$ cat src/rtl/cpu_pkg.sv
// Shared definitions for the single-bus CPU control path: opcodes, sequencer
// states and the control word that carries one bit per datapath strobe.
package cpu_pkg;

    localparam int OP_W_DEF   = 5;
    localparam int STEP_W_DEF = 3;

    localparam logic [4:0] OP_NOP = 5'h00;
    localparam logic [4:0] OP_LDA = 5'h01;
    localparam logic [4:0] OP_STA = 5'h02;
    localparam logic [4:0] OP_ADD = 5'h03;
    localparam logic [4:0] OP_SUB = 5'h04;
    localparam logic [4:0] OP_JMP = 5'h05;
    localparam logic [4:0] OP_JZ  = 5'h06;
    localparam logic [4:0] OP_LDI = 5'h07;
    localparam logic [4:0] OP_HLT = 5'h1F;

    typedef enum logic {
        FETCH = 1'b0,
        HALT  = 1'b1
    } state_e;

    typedef struct packed {
        logic pc_out;
        logic pc_in;
        logic pc_inc;
        logic mar_in;
        logic ram_out;
        logic ram_in;
        logic ir_in;
        logic ir_out;
        logic acc_in;
        logic acc_out;
        logic b_in;
        logic alu_out;
        logic alu_sub;
        logic flags_in;
    } ctrl_t;

    localparam ctrl_t CTRL_NONE = '0;

    // Everything that can drive the shared bus, for the one-driver check.
    function automatic logic [4:0] bus_drivers(input ctrl_t c);
        return {c.pc_out, c.ram_out, c.ir_out, c.acc_out, c.alu_out};
    endfunction

endpackage

$ cat src/rtl/cpu_control_decode.sv
// Combinational microcode: {OpCode, Step, ZeroFlag} -> control word, plus
// last-step, halt-request and illegal-opcode flags for the sequencer.
module cpu_control_decode
    import cpu_pkg::*;
#(
    parameter int OP_W   = OP_W_DEF,
    parameter int STEP_W = STEP_W_DEF
) (
    input  logic [OP_W-1:0]   OpCode,
    input  logic [STEP_W-1:0] Step,
    input  logic              ZeroFlag,
    output ctrl_t             ctrl,
    output logic              last_step,
    output logic              halt_req,
    output logic              illegal
);

    localparam logic [STEP_W-1:0] T0 = '0;
    localparam logic [STEP_W-1:0] T1 = STEP_W'(1);
    localparam logic [STEP_W-1:0] T2 = STEP_W'(2);
    localparam logic [STEP_W-1:0] T3 = STEP_W'(3);

    always_comb begin
        ctrl      = CTRL_NONE;
        last_step = 1'b0;
        halt_req  = 1'b0;
        illegal   = 1'b0;
        case (Step)
            T0: begin
                ctrl.pc_out = 1'b1;
                ctrl.mar_in = 1'b1;
            end
            T1: begin
                ctrl.ram_out = 1'b1;
                ctrl.ir_in   = 1'b1;
                ctrl.pc_inc  = 1'b1;
            end
            default: begin
                // Every branch ends at its final step, so Step can never run past T4.
                case (OpCode)
                    OP_W'(OP_NOP): last_step = 1'b1;
                    OP_W'(OP_LDA), OP_W'(OP_STA): begin
                        if (Step == T2) begin
                            ctrl.ir_out = 1'b1;
                            ctrl.mar_in = 1'b1;
                        end else begin
                            ctrl.ram_out = (OpCode == OP_W'(OP_LDA));
                            ctrl.acc_in  = (OpCode == OP_W'(OP_LDA));
                            ctrl.acc_out = (OpCode == OP_W'(OP_STA));
                            ctrl.ram_in  = (OpCode == OP_W'(OP_STA));
                            last_step    = 1'b1;
                        end
                    end
                    OP_W'(OP_ADD), OP_W'(OP_SUB): begin
                        if (Step == T2) begin
                            ctrl.ir_out = 1'b1;
                            ctrl.mar_in = 1'b1;
                        end else if (Step == T3) begin
                            ctrl.ram_out = 1'b1;
                            ctrl.b_in    = 1'b1;
                        end else begin
                            ctrl.alu_out  = 1'b1;
                            ctrl.acc_in   = 1'b1;
                            ctrl.flags_in = 1'b1;
                            ctrl.alu_sub  = (OpCode == OP_W'(OP_SUB));
                            last_step     = 1'b1;
                        end
                    end
                    OP_W'(OP_JMP): begin
                        ctrl.ir_out = 1'b1;
                        ctrl.pc_in  = 1'b1;
                        last_step   = 1'b1;
                    end
                    OP_W'(OP_JZ): begin
                        ctrl.ir_out = ZeroFlag;
                        ctrl.pc_in  = ZeroFlag;
                        last_step   = 1'b1;
                    end
                    OP_W'(OP_LDI): begin
                        ctrl.ir_out = 1'b1;
                        ctrl.acc_in = 1'b1;
                        last_step   = 1'b1;
                    end
                    OP_W'(OP_HLT): begin
                        halt_req  = 1'b1;
                        last_step = 1'b1;
                    end
                    default: begin
                        illegal   = (Step == T2);
                        last_step = 1'b1;
                    end
                endcase
            end
        endcase
    end

endmodule

$ cat src/rtl/cpu_control_sequencer.sv
// Fetch/decode/execute sequencer: owns the FETCH/HALT state, the T-state
// counter, Run gating at instruction boundaries and reset forcing of strobes.
module cpu_control_sequencer
    import cpu_pkg::*;
#(
    parameter int OP_W   = OP_W_DEF,
    parameter int STEP_W = STEP_W_DEF
) (
    input  logic              Clk,
    input  logic              Rst,
    input  logic              Run,
    input  logic [OP_W-1:0]   OpCode,
    input  logic              ZeroFlag,
    output logic              PcOut,
    output logic              PcIn,
    output logic              PcInc,
    output logic              MarIn,
    output logic              RamOut,
    output logic              RamIn,
    output logic              InstructionRegIn,
    output logic              InstructionRegOut,
    output logic              AccIn,
    output logic              AccOut,
    output logic              BIn,
    output logic              AluOut,
    output logic              AluSub,
    output logic              FlagsIn,
    output logic [STEP_W-1:0] Step,
    output logic              Halted,
    output logic              IllegalOp
);

    localparam logic [STEP_W-1:0] T0 = '0;

    state_e            state_q, state_d;
    logic [STEP_W-1:0] step_q, step_d;
    ctrl_t             dec_ctrl, ctrl;
    logic              dec_last, dec_halt, dec_illegal;
    logic              illegal_d;

    cpu_control_decode #(
        .OP_W   (OP_W),
        .STEP_W (STEP_W)
    ) u_decode (
        .OpCode    (OpCode),
        .Step      (step_q),
        .ZeroFlag  (ZeroFlag),
        .ctrl      (dec_ctrl),
        .last_step (dec_last),
        .halt_req  (dec_halt),
        .illegal   (dec_illegal)
    );

    always_comb begin
        state_d   = state_q;
        step_d    = step_q;
        ctrl      = CTRL_NONE;
        illegal_d = 1'b0;
        case (state_q)
            FETCH: begin
                // Run only matters at T0; a started instruction always completes.
                if (step_q != T0 || Run) begin
                    ctrl      = dec_ctrl;
                    illegal_d = dec_illegal;
                    if (dec_halt) begin
                        state_d = HALT;
                        step_d  = T0;
                    end else if (dec_last) begin
                        step_d = T0;
                    end else begin
                        step_d = step_q + STEP_W'(1);
                    end
                end
            end
            HALT: step_d = T0;
            default: begin
                state_d = FETCH;
                step_d  = T0;
            end
        endcase
        // Reset is asynchronous; strobes must drop the moment it rises.
        if (Rst) begin
            ctrl      = CTRL_NONE;
            illegal_d = 1'b0;
        end
    end

    always_ff @(posedge Clk or posedge Rst) begin
        if (Rst) begin
            state_q <= FETCH;
            step_q  <= T0;
        end else begin
            state_q <= state_d;
            step_q  <= step_d;
        end
    end

    assign PcOut             = ctrl.pc_out;
    assign PcIn              = ctrl.pc_in;
    assign PcInc             = ctrl.pc_inc;
    assign MarIn             = ctrl.mar_in;
    assign RamOut            = ctrl.ram_out;
    assign RamIn             = ctrl.ram_in;
    assign InstructionRegIn  = ctrl.ir_in;
    assign InstructionRegOut = ctrl.ir_out;
    assign AccIn             = ctrl.acc_in;
    assign AccOut            = ctrl.acc_out;
    assign BIn               = ctrl.b_in;
    assign AluOut            = ctrl.alu_out;
    assign AluSub            = ctrl.alu_sub;
    assign FlagsIn           = ctrl.flags_in;
    assign Step              = step_q;
    assign Halted            = (state_q == HALT);
    assign IllegalOp         = illegal_d;

`ifndef SYNTHESIS
    bus_one_driver: assert property (@(posedge Clk) disable iff (Rst)
        $onehot0(bus_drivers(ctrl)));
    step_in_range: assert property (@(posedge Clk) disable iff (Rst)
        step_q <= STEP_W'(4));
`endif

endmodule

$ cat config.mk
export PLATFORM = sky130hd
export DESIGN_NAME = cpu_control_sequencer
export DESIGN_NICKNAME = d
export VERILOG_FILES = /design/src/rtl/cpu_pkg.sv /design/src/rtl/cpu_control_decode.sv /design/src/rtl/cpu_control_sequencer.sv
export SDC_FILE = /design/constraint.sdc
export NUM_CORES = 1
export LEC_CHECK = 0
export ABC_AREA = 1
export CORE_UTILIZATION = 40
export DETAILED_ROUTE_END_ITERATION = 8
export PLACE_DENSITY = 0.8
export SLEW_MARGIN = 20
export SYNTH_ARGS = -nofsm -noshare
export SYNTH_HDL_FRONTEND = slang
export SYNTH_SLANG_ARGS = --single-unit
$ cat constraint.sdc
create_clock -name Clk -period 2.15 [get_ports Clk]
set_input_delay 0.3225 -clock Clk [delete_from_list [all_inputs] [get_ports Clk]]
set_output_delay 0.3225 -clock Clk [all_outputs]
set_load 0.02 [all_outputs]
==> results.sh, run 1 <==
export IMPL_insertion_delay_ns=0.25
export IMPL_port_buffers=27
export IMPL_drv_slew=0
export IMPL_clk_path_buf_depth=2
export IMPL_synth_top_family_by_area="simple AND/OR/NAND/NOR gates"
export IMPL_drc=0
export IMPL_synth_compound_area_share_pct=10.6
export IMPL_worst_pin_slew_ns=0.310
export IMPL_initial_core_util_pct=44.9
export IMPL_ys_top_cells_by_count="24 x nand2_1, 23 x nor2_1, 18 x inv_1"
export IMPL_core_area_um2=1370
export IMPL_syn_to_final_growth_pct=69.6
export IMPL_fin_worst_skew_ns=0.00988
export IMPL_ys_types=20
export IMPL_start_kind="flop"
export IMPL_arrival_ns=1.75
export IMPL_seq_area_frac_synth_pct=16.3
export IMPL_gr_total_overflow=0
export IMPL_syn_area_per_cell_um2=5.84
export IMPL_relSlewSlack_pct=79.1
export IMPL_reg2reg_from="Step[0]"
export IMPL_placed_cells=161
export IMPL_yosysMostFrequentCell="nand2_1"
export IMPL_r2r_cells=9
export IMPL_yosysWarnings=0
export IMPL_viasPerCell=4.95
export IMPL_post_route_period_util_pct=96.4
export IMPL_synth_edf_count=0
export IMPL_antenna_found_initial=0
export IMPL_gp_congestion=0.854
export IMPL_ir_drop_uv=235
export IMPL_cts_tree="built"
export IMPL_internal_power_uw=168
export IMPL_finalWirelength_um=1920
export IMPL_clockPowerShare_pct=42.8
export IMPL_synth_seq_cells=4
export IMPL_postSynthCellCount=105
export IMPL_power_switching_uw=65.5
export IMPL_reg2reg_to="Step[2]"
export IMPL_synth_area_leaders="dfrtp_1 16%, nand2_1 15%, nor2_1 14%"
export IMPL_critPathMaxFanout=4
export IMPL_r2r_slack_ns=0.58
export IMPL_design_die_area_um2=1690
export IMPL_crit_type="reg2out"
export IMPL_hold_class="in2async"
export IMPL_root_buffer="clkbuf_4"
export IMPL_fin_cells=166
export IMPL_num_io_pins=28
export IMPL_die_h_um=41.2
export IMPL_fin_tns_setup_ns=0
export IMPL_yosys_area_top_type="dfrtp_1"
export IMPL_ant_nets=0
export IMPL_dr_total_vias=822
export IMPL_first_pass_iters=4
export IMPL_final_hold_viol_count=0
export IMPL_netlist_area_um2=613
export IMPL_synth_xor_area_share_pct=0
export IMPL_antenna_cells=0
export IMPL_p_per_area_nw_per_um2=224
export IMPL_num_fill_cells=104
export IMPL_outcome="complete, no violations"
export IMPL_drive_gt1_share_pct=38.4
export IMPL_grt_pass1_vias=661
export IMPL_synth_async_reset_ratio_pct=100
export IMPL_die_w_um=41.2
export IMPL_numCtsBuffers=3
export IMPL_min_period_ns=2.07
export IMPL_track_usage_pct=25.0
export IMPL_drtIter0Drc=26
export IMPL_muxShareOfSynthArea_pct=0
export IMPL_required_ns=1.83
export IMPL_p_comb_share_pct=24.7
export IMPL_ys_flop_type="dfrtp_1"
export IMPL_endpoint_kind="primary output"
export IMPL_wire_per_inst_um=11.5
export IMPL_yosys_area_share_adder_pct=10.2
export IMPL_synthesis_nets=119
export IMPL_clk_pin_slew_worst_paths_ns=0.04
export IMPL_pwr_share_seq_pct=32.5
export IMPL_maxCapViolations=0
export IMPL_cts_sinks=4
export IMPL_netSwitchingFraction_pct=28.1
export IMPL_post_dp_hpwl_um=1530
export IMPL_cts_max_level=1
export IMPL_synth_top_cell_area_share_pct=16.3
export IMPL_yosys_area_share_simple_pct=46.9
export IMPL_grt_pass1_wl_um=2660
export IMPL_setup_viol=0
export IMPL_final_nets=167
export IMPL_rows=13
export IMPL_grt_max_degree=6
export IMPL_max_freq_ghz=0.482
export IMPL_leakagePower_nw=0.576
[power by group through the flow]
stage,sequential [mW],clock (mW),combinational [mW]
global placement,0.0767,0,0.0522
finish,0.0757,0.0999,0.0575
global route,0.0755,0.110,0.0620
detailed placement,0.0767,0,0.0540
floorplan,0.0767,0,0.0201
CTS,0.0757,0.104,0.0543
[state kept, by name, indices dropped and copies added, names as in the netlist]
name and count:
Halted 1, Step 3
[critical path, stage by stage (launching register included)]
cell,delay (ns)
dfrtp_1,0.42
buf_4,0.16
ha_1,0.17
nand2_1,0.08
inv_1,0.10
nor4_1,0.34
clkbuf_2,0.23
[repair_timing]
action,4_1_cts,5_1_grt
hold buffers,0,0
pin swaps,2,3
gates resized for setup,45,27
endpoints found under the setup margin,15,14
setup buffers,0,2
[worst max path at each step]
stage | endpoint | from | slack, ns | depth (start not counted)
floorplan | AluSub | Step[0] | 0.01 | 5
global placement | InstructionRegOut | OpCode[2] | -0.28 | 9
detailed placement | InstructionRegOut | OpCode[2] | -0.37 | 9
CTS | RamIn | Step[0] | -0.10 | 7
global route | AccIn | Step[1] | -0.007 | 10
finish | AluSub | Step[1] | 0.08 | 6
[per-stage QoR]
| stage | power (mW) | util, % | area (µm²) | hold WS (ns) | setup slack (ns) |
|---|---|---|---|---|---|
| 2_1_floorplan | 0.0967 | - | 628 | 0.0886 | 0.00992 |
| 3_3_place_gp | 0.129 | 74.8 | 1020 | 0.541 | -0.283 |
| 3_5_place_dp | 0.131 | 74.8 | 1020 | 0.554 | -0.371 |
| 4_1_cts | 0.234 | 74.5 | 1020 | 0.407 | -0.104 |
| 5_1_grt | 0.247 | 76.1 | 1040 | 0.430 | -0.00693 |
| 6_report | 0.233 | 76.1 | 1040 | 0.413 | 0.0772 |
[area by class of cell]
cell class,count,area (µm²),share of cell area (%)
Timing Repair Buffer,46,372,35.7
Multi-Input combinational cell,78,450,43.3
Sequential cell,4,101,9.75
Clock buffer,3,22.5,2.17
Inverter,20,75.1,7.22
Tap cell,15,18.8,1.81
[cell families (layout without fill, tap and decap cells)]
| group | count (synthesis) | count (layout) |
|---|---|---|
| fa+ha+maj | 5 | 5 |
| compound gates | 8 | 8 |
| buf+inv | 23 | 69 |
| simple gates | 65 | 65 |
| flops | 4 | 4 |
[layout by cell type, fill, tap and decap left out, types with 2 or more instances in the layout]
master           instances
a21oi_2                  2
buf_2                    8
buf_4                   22
clkbuf_4                 3
clkdlybuf4s15_2          2
clkdlybuf4s50_1          8
dfrtp_1                  3
dlymetal6s2s_1           4
ha_1                     4
inv_1                   16
inv_2                    4
nand2_1                 24
nand2_2                  5
nand3_1                  7
nor2_1                  20
nor2_2                   3
o21ai_0                  2
[routing by layer]
| metal | track usage (%) | up-vias | part of all wire [%] |
|---|---|---|---|
| li1 | - | 420 | - |
| met1 | 26.7 | 372 | 41 |
| met2 | 44.1 | 28 | 51 |
| met3 | 8.15 | 2 | 6.5 |
| met4 | 11.3 | 0 | 0.99 |
| met5 | 0 | - | 0 |
No activity file was read; power rests on OpenSTA's default activity.
==> inputs of run 2 (changes only) <==
==> constraint.sdc (replaced) <==
create_clock -name Clk -period 2.27 [get_ports Clk]
set_input_delay 0.3405 -clock Clk [delete_from_list [all_inputs] [get_ports Clk]]
set_output_delay 0.3405 -clock Clk [all_outputs]
set_load 0.02 [all_outputs]
==> run 2 against run 1 <==
Critical path depth grew 2; register-to-register slack gained 0.05 ns; largest cell class unchanged; critical path type unchanged; setup slack gained 0.036 ns; cell count shrank 3.0%; highest routed layer is now met3; worst hold slack gained 0.028 ns; combinational power shrank 14%; routed wire length shrank 13%; clock power shrank 12%.
==> results.sh, run 2 (same netlist as run 1, synthesis figures left out) <==
export IMPL_dr_total_vias=761
export IMPL_ant_nets=0
export IMPL_rsz0062_at_grt="yes"
export IMPL_grt_pass1_wl_um=2610
export IMPL_leakagePower_nw=0.532
export IMPL_port_buffers=27
export IMPL_final_nets=162
export IMPL_clk_path_buf_depth=2
export IMPL_ctsHoldBuffers=0
export IMPL_hold_ws_ns=0.441
export IMPL_fin_worst_skew_ns=0.0102
export IMPL_drc=0
export IMPL_min_period_ns=2.16
export IMPL_first_pass_iters=4
export IMPL_die_w_um=41.2
export IMPL_finalWirelength_um=1670
export IMPL_ir_drop_uv=199
export IMPL_grt_pass1_vias=708
export IMPL_critPathMaxFanout=5
export IMPL_final_core_util_pct=71.2
export IMPL_grt_max_degree=6
export IMPL_wl_met3_um=78
export IMPL_post_dp_hpwl_um=1450
export IMPL_max_freq_ghz=0.464
export IMPL_clk_pin_slew_worst_paths_ns=0.04
export IMPL_numCtsBuffers=3
export IMPL_track_usage_pct=24.0
export IMPL_insertion_delay_ns=0.24
export IMPL_drv_slew=0
export IMPL_largest_reg_flops=3
export IMPL_final_hold_viol_count=0
export IMPL_num_fill_cells=133
export IMPL_drive_gt1_share_pct=28.1
export IMPL_design_die_area_um2=1690
export IMPL_cts_tree="built"
export IMPL_cts_max_level=1
export IMPL_wl_met2_um=928
export IMPL_viasPerCell=4.73
export IMPL_top_layer_used="met3"
export IMPL_initial_core_util_pct=44.9
export IMPL_arrival_ns=1.82
export IMPL_multi_input_comb_area_um2=429
export IMPL_final_common_cell="nand2_1"
export IMPL_seq_area_um2=100
export IMPL_start_kind="flop"
export IMPL_maxCapViolations=0
export IMPL_drtIter0Drc=16
export IMPL_die_h_um=41.2
export IMPL_required_ns=1.93
export IMPL_endpoint_kind="primary output"
export IMPL_postCtsSetupRepairBufs=0
export IMPL_total_power_uw=209
export IMPL_wire_per_inst_um=10.4
export IMPL_syn_to_final_growth_pct=58.6
export IMPL_placedInstanceArea_um2=991
export IMPL_setup_viol=0
export IMPL_final_area_um2=972
export IMPL_gr_total_overflow=0
export IMPL_rows=13
export IMPL_outcome="complete, no violations"
export IMPL_hold_class="in2async"
export IMPL_post_route_period_util_pct=95.0
export IMPL_worst_pin_slew_ns=0.220
export IMPL_wl_met1_um=660
export IMPL_cts_sinks=4
export IMPL_p_per_area_nw_per_um2=215
export IMPL_fin_tns_setup_ns=0
export IMPL_num_io_pins=28
export IMPL_antenna_cells=0
export IMPL_antenna_found_initial=0
export IMPL_relSlewSlack_pct=85.2
export IMPL_root_buffer="clkbuf_4"
export IMPL_gp_congestion=0.824
export IMPL_crit_type="reg2out"
export IMPL_core_area_um2=1370
export IMPL_most_common_layout_cells="24 x nand2_1, 22 x nor2_1, 18 x inv_1"
[run 2: critical path, cell delays in order (launching register included)]
cell       delay [ns]
dfrtp_1          0.40
inv_1            0.08
ha_1             0.22
o21ai_2          0.19
nand2_2          0.13
nor2_1           0.13
o2111ai_1        0.12
nor2_1           0.13
buf_2            0.18
[run 2: where the power goes]
part           leakage [nW]  total [mW]  internal, mW  switching [mW]
Combinational         0.468      0.0493        0.0254          0.0238
Clock                0.0138      0.0881        0.0591          0.0290
Sequential           0.0507      0.0717        0.0717               0
[run 2: layout make-up]
cell class	instances	area share (%)
well taps	15	1.93
repair buffers	41	33.6
inverters	20	7.72
clock buffers	3	2.32
multi-input cells	78	44.1
flip-flops and latches	4	10.3
[run 2: metrics by stage]
stage                     setup slack (ns)  instances
after floorplan                     0.0805        105
after global placement              -0.185        158
after detailed placement            -0.239        158
after CTS                           0.0190        161
after global routing              -0.00562        161
final                                0.113        161
[run 2: final timing paths]
| kind | startpoint | slack (ns) | cells after the start | end |
|---|---|---|---|---|
| max reg2reg | Step[0] | 0.63 | 9 | Step[2] |
| min in group Clk | Halted | 0.56 | 2 | Halted |
| min reg2reg | Halted | 0.56 | 2 | Halted |
| max | Step[0] | 0.11 | 8 | IllegalOp |
| min | Rst | 0.44 | 3 | Step[0] |
| max in group asynchronous | Rst | 1.67 | 3 | Step[2] |
[run 2: per-layer routing]
metal	up-vias	global-route usage, %
li1	408	-
met1	334	23.7
met2	19	44.5
met3	0	4.35
met4	0	16.1
met5	-	0
[run 2: repair_timing]
item | in CTS | in global routing
endpoints found under the hold margin | 0 | 0
pin swaps | 1 | 0
gates resized for setup | 22 | 15
setup endpoints to repair | 15 | 11
